## config.mk

```make
export PLATFORM = sky130hd
export DESIGN_NAME = fpmul
export DESIGN_NICKNAME = d
export VERILOG_FILES = /design/src/rtl/fpmath_defs.sv /design/src/rtl/fpmul_round.sv /design/src/rtl/fpmul.sv
export SDC_FILE = /design/constraint.sdc
export NUM_CORES = 2
export LEC_CHECK = 0
export BUFFER_PORTS_ARGS = -buffer_cell sky130_fd_sc_hd__buf_2
export CAP_MARGIN = 30
export CORE_UTILIZATION = 60
export CTS_CLUSTER_DIAMETER = 50
export CTS_CLUSTER_SIZE = 30
export DETAILED_ROUTE_END_ITERATION = 6
export PLACE_DENSITY = 0.81
export SYNTH_ARGS = -nofsm -noshare
export SYNTH_HDL_FRONTEND = slang
export SYNTH_HIERARCHICAL = 1
export SYNTH_SLANG_ARGS = --single-unit
```

## constraint.sdc

```tcl
create_clock -name clk -period 1.1 [get_ports clk]
set_input_delay 0.055 -clock clk [delete_from_list [all_inputs] [get_ports clk]]
set_output_delay 0.055 -clock clk [all_outputs]
set_load 0.01 [all_outputs]
```

## src/rtl/fpmath_defs.sv

```systemverilog
// Format constants and operand classification helpers shared by the fpmath units.
// Every unit treats exponent-zero operands as signed zero (no subnormal support).
package fpmath_defs;

    localparam int EXP_W  = 8;
    localparam int FRAC_W = 23;
    localparam int BIAS   = 127;

    localparam logic [EXP_W-1:0] EXP_MAX = 8'hFF;
    localparam logic [31:0]      QNAN    = 32'h7FC00000;

    typedef struct packed {
        logic              sign;
        logic [EXP_W-1:0]  exp;
        logic [FRAC_W-1:0] frac;
    } fp32_t;

    function automatic logic is_nan(input fp32_t x);
        return (x.exp == EXP_MAX) && (x.frac != '0);
    endfunction

    function automatic logic is_inf(input fp32_t x);
        return (x.exp == EXP_MAX) && (x.frac == '0);
    endfunction

    // Subnormals fold into zero here, so callers never see them as finite nonzero.
    function automatic logic is_zero(input fp32_t x);
        return x.exp == '0;
    endfunction

endpackage

```

## src/rtl/fpmul_round.sv

```systemverilog
// Normalises the 48-bit mantissa product, rounds to nearest-even and applies
// the overflow/underflow range checks, producing the final finite-path result.
module fpmul_round
    import fpmath_defs::*;
(
    input  logic              sign,
    input  logic signed [9:0] exp_in,
    input  logic [47:0]       prod,
    output logic [31:0]       res,
    output logic              range_err
);

    logic [23:0]       mant;
    logic              guard;
    logic              rnd;
    logic              sticky;
    logic              round_up;
    logic [24:0]       sum;
    logic [22:0]       frac;
    logic signed [9:0] exp_n;
    logic signed [9:0] exp_r;

    always_comb begin
        mant   = prod[46:23];
        guard  = prod[22];
        rnd    = prod[21];
        sticky = |prod[20:0];
        exp_n  = exp_in;
        if (prod[47]) begin
            mant   = prod[47:24];
            guard  = prod[23];
            rnd    = prod[22];
            sticky = |prod[21:0];
            exp_n  = exp_in + 10'sd1;
        end

        round_up = guard & (rnd | sticky | mant[0]);
        sum      = {1'b0, mant} + {24'd0, round_up};

        // A carry out of the mantissa leaves 1.000..0, one binade higher.
        frac  = sum[22:0];
        exp_r = exp_n;
        if (sum[24]) begin
            frac  = sum[23:1];
            exp_r = exp_n + 10'sd1;
        end

        res       = {sign, exp_r[EXP_W-1:0], frac};
        range_err = 1'b0;
        if (exp_r >= 10'sd255) begin
            res       = {sign, EXP_MAX, {FRAC_W{1'b0}}};
            range_err = 1'b1;
        end else if (exp_r <= 10'sd0) begin
            res       = {sign, 31'd0};
            range_err = 1'b1;
        end
    end

endmodule

```

## src/rtl/fpmul.sv

```systemverilog
// binary32 multiplier: special-case detection and the mantissa multiply are
// combinational; the selected result and range flag are registered once.
module fpmul
    import fpmath_defs::*;
(
    input  logic        clk,
    input  logic        rst,
    input  logic [31:0] a,
    input  logic [31:0] b,
    output logic [31:0] c,
    output logic        over_mul_under
);

    localparam logic signed [9:0] BIAS10 = 10'(BIAS);

    fp32_t             fa;
    fp32_t             fb;
    logic              sign;
    logic              nan_a, nan_b, inf_a, inf_b, zero_a, zero_b;
    logic [47:0]       prod;
    logic signed [9:0] exp_sum;
    logic [31:0]       fin_res;
    logic              fin_err;
    logic [31:0]       c_d;
    logic              flag_d;

    assign fa   = a;
    assign fb   = b;
    assign sign = fa.sign ^ fb.sign;

    assign nan_a  = is_nan(fa);
    assign nan_b  = is_nan(fb);
    assign inf_a  = is_inf(fa);
    assign inf_b  = is_inf(fb);
    assign zero_a = is_zero(fa);
    assign zero_b = is_zero(fb);

    assign prod    = {24'd0, 1'b1, fa.frac} * {24'd0, 1'b1, fb.frac};
    assign exp_sum = $signed({2'b00, fa.exp}) + $signed({2'b00, fb.exp}) - BIAS10;

    fpmul_round u_round (
        .sign      (sign),
        .exp_in    (exp_sum),
        .prod      (prod),
        .res       (fin_res),
        .range_err (fin_err)
    );

    // NaN outranks inf*0, which outranks plain infinity and zero.
    always_comb begin
        c_d    = fin_res;
        flag_d = fin_err;
        if (nan_a || nan_b || (inf_a && zero_b) || (zero_a && inf_b)) begin
            c_d    = QNAN;
            flag_d = 1'b0;
        end else if (inf_a || inf_b) begin
            c_d    = {sign, EXP_MAX, {FRAC_W{1'b0}}};
            flag_d = 1'b0;
        end else if (zero_a || zero_b) begin
            c_d    = {sign, 31'd0};
            flag_d = 1'b0;
        end
    end

    always_ff @(posedge clk or posedge rst) begin
        if (rst) begin
            c              <= 32'd0;
            over_mul_under <= 1'b0;
        end else begin
            c              <= c_d;
            over_mul_under <= flag_d;
        end
    end

endmodule

```

==> impl_results.md <==
* Post-synth ARST share at 1.00
* Worst stage delay on the critical path at 550 ps
* Final Routed Wirelength at 72100 um
* Sequential fraction of the synthesis area at 0.0362
* Final setup TNS at -231910 ps
* Max Slew Vio Count at 0
* Post-Synth XOR/XNOR Area at 0.0368
* Die W at 197 um
* Failing checks: setup timing
* Crit path launch type: input port
* Seq. cell area at 826 sq um
* Setup repair after global routing missed its margin: true
* Initial antenna violation count at 0
* CTS max path bufs at 2
* Synth Area in Compound Gates at 0.0671
* Worst-Margin Slew at 581 ps
* Gp weighted congestion at 0.976
* Clock sinks at 33
* F_max at 118 MHz
* Port Buf Inserts at 98
* Clock-pin transition on the worst setup and hold timing paths at 50 ps
* Kind of critical path: input port to register
* Number of flops mapped to enable cells by yosys at 0
* Post-synthesis cell area at 0.0228 sq mm
* HP Class: input port to register
* Final period util at 7.73
* Ys Warns at 6
* DR pass1 iterations at 6
* CTS tree: done
* Min Tclk post-route at 8500 ps
* Crit path top cell by count: buf_4
* Via density at 5.62
* Net Count, Synth at 3360
* Routed length per instance at 20.0 um
* Mapped Cells at 2620
* Status: finished with violations
* Top cells by area, synth: fa_1 (42%), ha_1 (10%), inv_1 (9.9%)
* Synth cell count leaders: inv_1 (601), fa_1 (483), nand2_1 (329)
* Share of the synthesized area in the top cell type at 0.424
* Hold_sp: a[31]
* Post-Synth Adder-Cell Area at 0.528
* Most common cell in the netlist: inv_1
* Syn avg cell area at 8.71 sq um
* CP startpoint: b[8]
* Core Util, Final at 0.772
* Die Area at 0.0388 sq mm
* CP required at 1260 ps
* Mux cell area share after synthesis at 0.00904
* Share of layout cells above drive strength 1 at 0.255
* Top_reg_cell synth: dfrtp_1
* Largest net degree at the start of global routing at 34
* Max-cap viol count at 0
* Rows at 71
* CTS root buffer: clkbuf_16
* DR vias at 20300
* Area taken by multi-input logic gates at 0.0200 sq mm
* H-tree depth at 2
* Slew headroom at 0.612
* Largest fanout on the critical path at 6
* Critical Path AT at 8670 ps
* Final setup fails at 33
* Hold violation count in the final report at 0
* Starting DRT DRC Count at 1910
* Core box area at 0.0376 sq mm
* Final Worst Setup Slack at -7400 ps
* Synth Area in Simple Gates at 0.198
* # fillers at 2508
* Number of global-route vias before repair at 22100
* Global-route wire length before repair at 116000 um
* Antenna viol nets, final at 0
* Largest family of logic cells by synthesized area: adder cells
* Ports at 99
* Area Growth Syn to Fin at 27.1%
* Total GRT Usage at 0.384
* Synthesis-stage register bit count at 33
* GRT overflow at 0
* CTS Buf Count at 5
* Dpl hpwl at 59600 um
* Starting Density at 0.607
* Die Height at 197 um
* Element type at the critical path end: register
* Cell accounting for the most synthesized area: fa_1
* Distinct cell type count after synthesis at 83
* # DRC at 0
* Nets at 3840
* CP max-delay cell: fa_1
## routing by layer
layer,track usage,up-vias,routed length (um),share of wire
met2,0.646,1023,34800,0.48
met3,0.0683,198,6680,0.093
met4,0.110,0,2550,0.035
met1,0.511,10200,28100,0.39
met5,0,-,0,0
li1,-,8907,-,-
## state kept, by name (all words and copies together), names as in the netlist
signal          count
over_mul_under      1
c                  32
## worst max-delay path: cells and delay by family
kind / cells / cell delay (ps)
simple gates: 9 / 1560
buf+inv: 13 / 1610
xor+xnor: 1 / 290
mux: 1 / 210
compound gates: 6 / 1240
fa+ha+maj: 9 / 3680
## through the flow
| stage | cells | setup slack, ps | cell area (sq um) | hold slack (ps) |
|---|---|---|---|---|
| finish | 3613 | -7400 | 29000 | 156 |
| global route | 3612 | -7700 | 29000 | 201 |
| CTS | 3599 | -7280 | 28500 | 158 |
| detailed placement | 3565 | -7850 | 27300 | 161 |
| global placement | 3564 | -7740 | 27300 | 147 |
| floorplan | 2620 | -7780 | 23300 | 184 |
## worst paths after layout
kind	slack [ps]	cells past startpoint	to
setup / recovery	-7400	39	over_mul_under
max in group asynchronous	390	4	c[15]
min in group asynchronous	400	4	c[31]
hold / removal	160	4	c[31]
## area by class of cell
type	instances	share of cell area
Multi-Input combinational cell	1854	0.689
Antenna cell	1	0.0000863
Inverter	605	0.0787
Timing Repair Buffer	601	0.177
Clock buffer	6	0.00444
Tap cell	511	0.0220
Clock inverter	2	0.000345
Sequential cell	33	0.0285
## logic make-up (layout without fill, tap and decap cells)
logic type | count (synthesis) | after routing
XOR/XNOR | 95 | 95
multiplexers | 20 | 20
adder cells (fa/ha/maj) | 674 | 674
buffers and inverters | 733 | 1214
other | 0 | 1
AND/OR/NAND/NOR | 857 | 857
flip-flops | 33 | 33
AO/OA/AOI/OAI | 208 | 208
## layout by cell type (no fill, tap or decap), drive strengths merged, types with 11 or more instances in the layout
cell type  count
a21o          24
nor2          87
nor3          17
nand2        330
inv          603
ha           191
o31ai         11
o21ai         27
xor2          32
a21oi         52
and2         263
buf          591
o21bai        13
nand3         28
a21boi        14
nand4         32
fa           483
xnor2         63
o211ai        14
nor4          40
dfrtp         33
mux2i         15
clkbuf        14
## repair_timing
action                                  4_1_cts  5_1_grt
cloned                                        7        6
hold buffers                                  1        0
endpoints found under the setup margin       33       33
pin swaps                                    41       70
resized for setup                           180       71
hold endpoints to repair                     33        0
buffers inserted                             19        8
Power is left out: the tool's default activity adds up to more than one toggle a clock period on the data nets, which glitch-free logic cannot reach.
